<file path="config.mk">
export PLATFORM = sky130hd
export DESIGN_NAME = id_inst_queue
export DESIGN_NICKNAME = d
export VERILOG_FILES = /design/src/rtl/id_inst_queue.sv
export SDC_FILE = /design/constraint.sdc
export NUM_CORES = 1
export LEC_CHECK = 0
export CAP_MARGIN = 15
export CORE_MARGIN = 2
export CORE_UTILIZATION = 55
export DETAILED_ROUTE_END_ITERATION = 7
export PLACE_DENSITY = 0.8
export SLEW_MARGIN = 20
export SYNTH_ARGS = -nofsm -noshare
export SYNTH_HDL_FRONTEND = slang
export SYNTH_SLANG_ARGS = --single-unit
</file>
<file path="constraint.sdc">
create_clock -name clk -period 7.4 [get_ports clk]
set_clock_uncertainty 0.15 [all_clocks]
set_input_delay 2.22 -clock clk [delete_from_list [all_inputs] [get_ports clk]]
set_output_delay 2.22 -clock clk [all_outputs]
set_load 0.01 [all_outputs]
</file>
<file path="src/rtl/id_inst_queue.sv">
// DEPTH-entry instruction queue between fetch and decode.
// Presents NOP_INST to decode whenever the queue is empty.
module id_inst_queue #(
   parameter int                DEPTH    = 4,
   parameter int                INST_W   = 32,
   parameter int                PC_W     = 30,
   parameter logic [INST_W-1:0] NOP_INST = 32'h0000_0013
) (
   input  logic                         clk,
   input  logic                         rst,
   input  logic                         flush,
   input  logic                         if_valid,
   output logic                         if_ready,
   input  logic [INST_W-1:0]            if_inst,
   input  logic [PC_W-1:0]              if_pc,
   output logic                         id_valid,
   input  logic                         id_ready,
   output logic [INST_W-1:0]            id_inst,
   output logic [PC_W-1:0]              id_pc,
   output logic [$clog2(DEPTH+1)-1:0]   count
);

   localparam int             AW       = $clog2(DEPTH);
   localparam int             CW       = $clog2(DEPTH+1);
   localparam logic [CW-1:0]  FULL_CNT = CW'(DEPTH);

   logic [INST_W-1:0] r_mem_inst [DEPTH];
   logic [PC_W-1:0]   r_mem_pc   [DEPTH];
   logic [AW-1:0]     r_wr_ptr;
   logic [AW-1:0]     r_rd_ptr;
   logic [CW-1:0]     r_count;

   logic              w_push;
   logic              w_pop;

   // Ready depends only on occupancy, so a full queue refuses fetch even while decode pops.
   assign if_ready = (r_count != FULL_CNT);
   assign id_valid = (r_count != '0);
   assign w_push   = if_valid && if_ready;
   assign w_pop    = id_valid && id_ready;

   assign id_inst  = id_valid ? r_mem_inst[r_rd_ptr] : NOP_INST;
   assign id_pc    = r_mem_pc[r_rd_ptr];
   assign count    = r_count;

   always_ff @(posedge clk) begin
      if (rst || flush) begin
         r_wr_ptr <= '0;
         r_rd_ptr <= '0;
         r_count  <= '0;
      end else begin
         if (w_push) r_wr_ptr <= r_wr_ptr + AW'(1);
         if (w_pop)  r_rd_ptr <= r_rd_ptr + AW'(1);
         case ({w_push, w_pop})
            2'b10:   r_count <= r_count + CW'(1);
            2'b01:   r_count <= r_count - CW'(1);
            default: r_count <= r_count;
         endcase
      end
   end

   // Storage carries no reset; a push coinciding with flush or reset is dropped.
   always_ff @(posedge clk) begin
      if (w_push && !flush && !rst) begin
         r_mem_inst[r_wr_ptr] <= if_inst;
         r_mem_pc[r_wr_ptr]   <= if_pc;
      end
   end

endmodule

</file>
==> flow_summary.rst <==
.. list-table::
   :header-rows: 1

   * - Metric
     - Value
   * - N_diodes
     - 0
   * - Count of flip-flops with a built-in enable after synthesis
     - 248
   * - Maximum clock frequency
     - 0.184 GHz
   * - Max stage delay cell, worst path
     - sky130_fd_sc_hd__dfxtp_4
   * - Crit path arrival time
     - 3.05 ns
   * - Kind of start point of the critical path
     - register
   * - Count of mapped cells out of synthesis
     - 415
   * - Buffer and inverter count on the worst path
     - 2
   * - Deepest level of the CTS H-tree
     - 1
   * - Static leakage
     - 3.77 nW
   * - Cell area after technology mapping
     - 9640 um^2
   * - Clock buffers created by TritonCTS
     - 25
   * - IO Pins
     - 134
   * - Type of the tightest min-delay check
     - reg -> reg
   * - Overflow left after global routing
     - 0
   * - Post-CTS setup repair buffer count
     - 0
   * - Final critical-path share of the clock period
     - 73.3%
   * - Placed Instances
     - 757
   * - Average instance area after synthesis
     - 23.2 um^2
   * - Worst ir drop on vdd
     - 0.226 mV
   * - Share of cells above drive strength 1
     - 20.6%
   * - CTS resizes
     - 0
   * - Cell type group with the largest total delay on the critical path
     - buffers and inverters
   * - Remaining antenna violation count after routing
     - 0
   * - Critical Path Max Stage Delay
     - 0.86 ns
   * - Outcome
     - finished, final reports clean
   * - Area occupied by registers
     - 7630 um^2
   * - Slew Limit Headroom
     - 33.6%
   * - Die footprint
     - 18600 um^2
   * - Largest fanout on the critical path
     - 38
   * - Final non-filler cell total
     - 802
   * - Ys async rst share
     - 0%
   * - Initial antenna violation count
     - 0
   * - Count of different cell masters after synthesis
     - 28
   * - Met3 Track Usage GR
     - 5.37%
   * - Synth warnings
     - 0
   * - GR met1 Demand/Resource
     - 25.1%
   * - Vias per cell
     - 5.65
   * - Ordered cell list for the critical path
     - buf_4 > mux4_2 > nor2b_1 > clkdlybuf4s50_1
   * - Reported max-cap violation count
     - 0
   * - Total DRC errors in the routed layout
     - 0
   * - Via count of the first global-routing pass
     - 4937
   * - Dominant combinational cell family by area after synthesis
     - multiplexers
   * - DR WL/cell
     - 21.5 um
   * - All-Layer GR Usage
     - 19.2%
   * - Ratio of total power to cell area
     - 258 nW/um^2
   * - Core ar.
     - 17200 um^2
   * - Area share of the leading cell type in the synthesized netlist
     - 77.2%
   * - Synthesis-to-layout area growth
     - 25.2%
   * - Pin count of the biggest net entering global routing
     - 63
   * - CTS tree
     - built
   * - Crit end category
     - output port
   * - Setup TNS
     - 0 ns
   * - Worst path required time
     - 5.03 ns
   * - Vertical extent of the die
     - 136 um
   * - Clock Tree Buf Depth
     - 3
   * - Main area contributors after synthesis
     - sky130_fd_sc_hd__edfxtp_1 77%, sky130_fd_sc_hd__mux4_2 14%, sky130_fd_sc_hd__nor2b_1 1.9%, sky130_fd_sc_hd__dfxtp_1 1.9%, sky130_fd_sc_hd__ha_1 0.65%
   * - Effective utilization at floorplan
     - 55.9%
   * - Global-route track usage on met2
     - 32.2%
   * - Final Hold Viols
     - 0
   * - Global-route wire length before repair
     - 26.5 mm
   * - Sequential cell area fraction in the yosys report
     - 79.1%
   * - Count of hold-fix buffers inserted at cts
     - 0
   * - Post-synthesis adder-cell area fraction
     - 0.856%
   * - Most used flip-flop cell after synthesis
     - sky130_fd_sc_hd__edfxtp_1
   * - Area of the multi-input gates
     - 1910 um^2
   * - Sum of net half-perimeters after detailed placement
     - 9.62 mm
   * - Synth Register Bits
     - 257
   * - Clk_lat worst skew
     - 0.50 ns
   * - Slew at the pin closest to its max-slew limit
     - 0.996 ns
   * - Final net count
     - 632
   * - Biggest area consumer among synthesized cells
     - sky130_fd_sc_hd__edfxtp_1
   * - Simple-gate share of the synthesized area
     - 3.43%
   * - Multiplexer share of the synthesized area
     - 14.6%
   * - Layer with the highest usage after global routing
     - met2
   * - Total power consumption of the routed design
     - 3.11 mW
   * - Vias
     - 4533
   * - X dimension of the die
     - 136 um
   * - Compound-cell area share of the yosys netlist
     - 0.493%
   * - Fillcell total
     - 1004
   * - WL final
     - 17.3 mm
   * - Count of TritonRoute iterations in the first routing pass
     - 4
   * - Root Buffer
     - sky130_fd_sc_hd__clkbuf_16
   * - Number of port buffers
     - 133
   * - Finish-stage setup viols
     - 0
   * - Count of pins over their slew limit
     - 0
   * - XOR/XNOR share of the synthesized area
     - 0.182%
   * - Syn nets
     - 488
   * - Unrepaired setup endpoints after global routing
     - no
   * - Clock transition at the registers of the reported paths
     - 0.06 ns
   * - Cell Rows
     - 48
   * - Min Tclk post-route
     - 5.42 ns
   * - Critical path type
     - reg -> out
   * - Starting DRC count in detailed routing
     - 265
   * - Number of sinks driven by the clock tree
     - 257
   * - Final weighted congestion of routability-driven global placement
     - 0.664
## layer usage
metal,up-vias,routed length (um)
met5,-,0
met4,0,280
met3,24,1290
met2,135,8610
met1,2373,7080
li1,2001,-
## Yosys cell counts (2+ instances only)
| cell type | n |
|---|---|
| sky130_fd_sc_hd__nand2_1 | 4 |
| sky130_fd_sc_hd__clkbuf_1 | 6 |
| sky130_fd_sc_hd__buf_4 | 2 |
| sky130_fd_sc_hd__buf_6 | 2 |
| sky130_fd_sc_hd__and3_2 | 4 |
| sky130_fd_sc_hd__or2_2 | 4 |
| sky130_fd_sc_hd__a21oi_1 | 3 |
| sky130_fd_sc_hd__ha_1 | 5 |
| sky130_fd_sc_hd__nor2_1 | 4 |
| sky130_fd_sc_hd__edfxtp_1 | 248 |
| sky130_fd_sc_hd__mux4_2 | 62 |
| sky130_fd_sc_hd__inv_1 | 7 |
| sky130_fd_sc_hd__o21ai_0 | 4 |
| sky130_fd_sc_hd__xor2_1 | 2 |
| sky130_fd_sc_hd__dfxtp_1 | 9 |
| sky130_fd_sc_hd__nor2b_1 | 30 |
| sky130_fd_sc_hd__buf_2 | 8 |
## metrics by stage
step	worst slack, ns	utilization, %	cell area [um^2]	hold slack [ns]
floorplan	3.40	-	9640	0.307
global placement	2.43	65.0	11200	0.310
detailed placement	2.43	65.0	11200	0.334
CTS	1.84	70.1	12100	0.343
global route	1.74	70.1	12100	0.376
finish	1.98	70.1	12100	0.342
## layout by cell type (no fill, tap or decap), types with 2 or more instances in the layout
master	instances
sky130_fd_sc_hd__clkbuf_1	4
sky130_fd_sc_hd__or2_2	4
sky130_fd_sc_hd__ha_1	5
sky130_fd_sc_hd__nor2b_1	30
sky130_fd_sc_hd__bufinv_16	6
sky130_fd_sc_hd__xor2_1	2
sky130_fd_sc_hd__clkbuf_16	25
sky130_fd_sc_hd__o21ai_0	4
sky130_fd_sc_hd__nand2_1	4
sky130_fd_sc_hd__mux4_2	62
sky130_fd_sc_hd__dfxtp_1	7
sky130_fd_sc_hd__buf_4	3
sky130_fd_sc_hd__a21oi_1	3
sky130_fd_sc_hd__edfxtp_1	248
sky130_fd_sc_hd__and3_4	4
sky130_fd_sc_hd__dfxtp_4	2
sky130_fd_sc_hd__clkinv_2	7
sky130_fd_sc_hd__nor2_1	4
sky130_fd_sc_hd__clkdlybuf4s50_1	133
sky130_fd_sc_hd__inv_1	7
## area by class of cell
cell class / instances / area share (%)
Clock buffer: 29 / 5.30
Clock inverter: 16 / 1.95
Inverter: 7 / 0.218
Multi-Input combinational cell: 132 / 15.8
Sequential cell: 257 / 63.2
Tap cell: 225 / 2.33
Timing Repair Buffer: 136 / 11.2
## worst register-to-register path, delay by kind of cell (launching register included)
kind	cells	cell delay [ns]
xor gates and xnor gates	1	0.16
buffers and inverters	2	0.17
DFF	1	0.43
adders and majority gates	2	0.55
AOI/OAI and AO/OA	1	0.14
and+or+nand+nor	3	1.14
## sequential cells by signal, summed over array words and instances (netlist names), named ones only
signal / count
r_rd_ptr: 2
count: 3
r_mem_inst: 128
r_mem_pc: 120
r_wr_ptr: 2
## where the power goes
| part | leakage, nW | switching, mW | internal, mW |
|---|---|---|---|
| combinational | 1.02 | 0.0675 | 0.0893 |
| sequential | 2.31 | 0.00804 | 1.61 |
| clock | 0.431 | 0.506 | 0.830 |
## cells by family after synthesis
group,after synthesis
xor gates and xnor gates,2
DFF,257
AOI/OAI and AO/OA,8
buffers and inverters,26
muxes,63
adders and majority gates,6
and+or+nand+nor,53
## worst paths after layout
check,to,cells after the start,start,slack (ns)
worst min-delay path,register,2,r_rd_ptr[0],0.34
worst max-delay path,id_inst[12],4,register,1.98
worst min register to register,register,2,r_rd_ptr[0],0.34
worst max register to register,count[2],9,count[2],4.59
(Power assumes the default switching activity.)
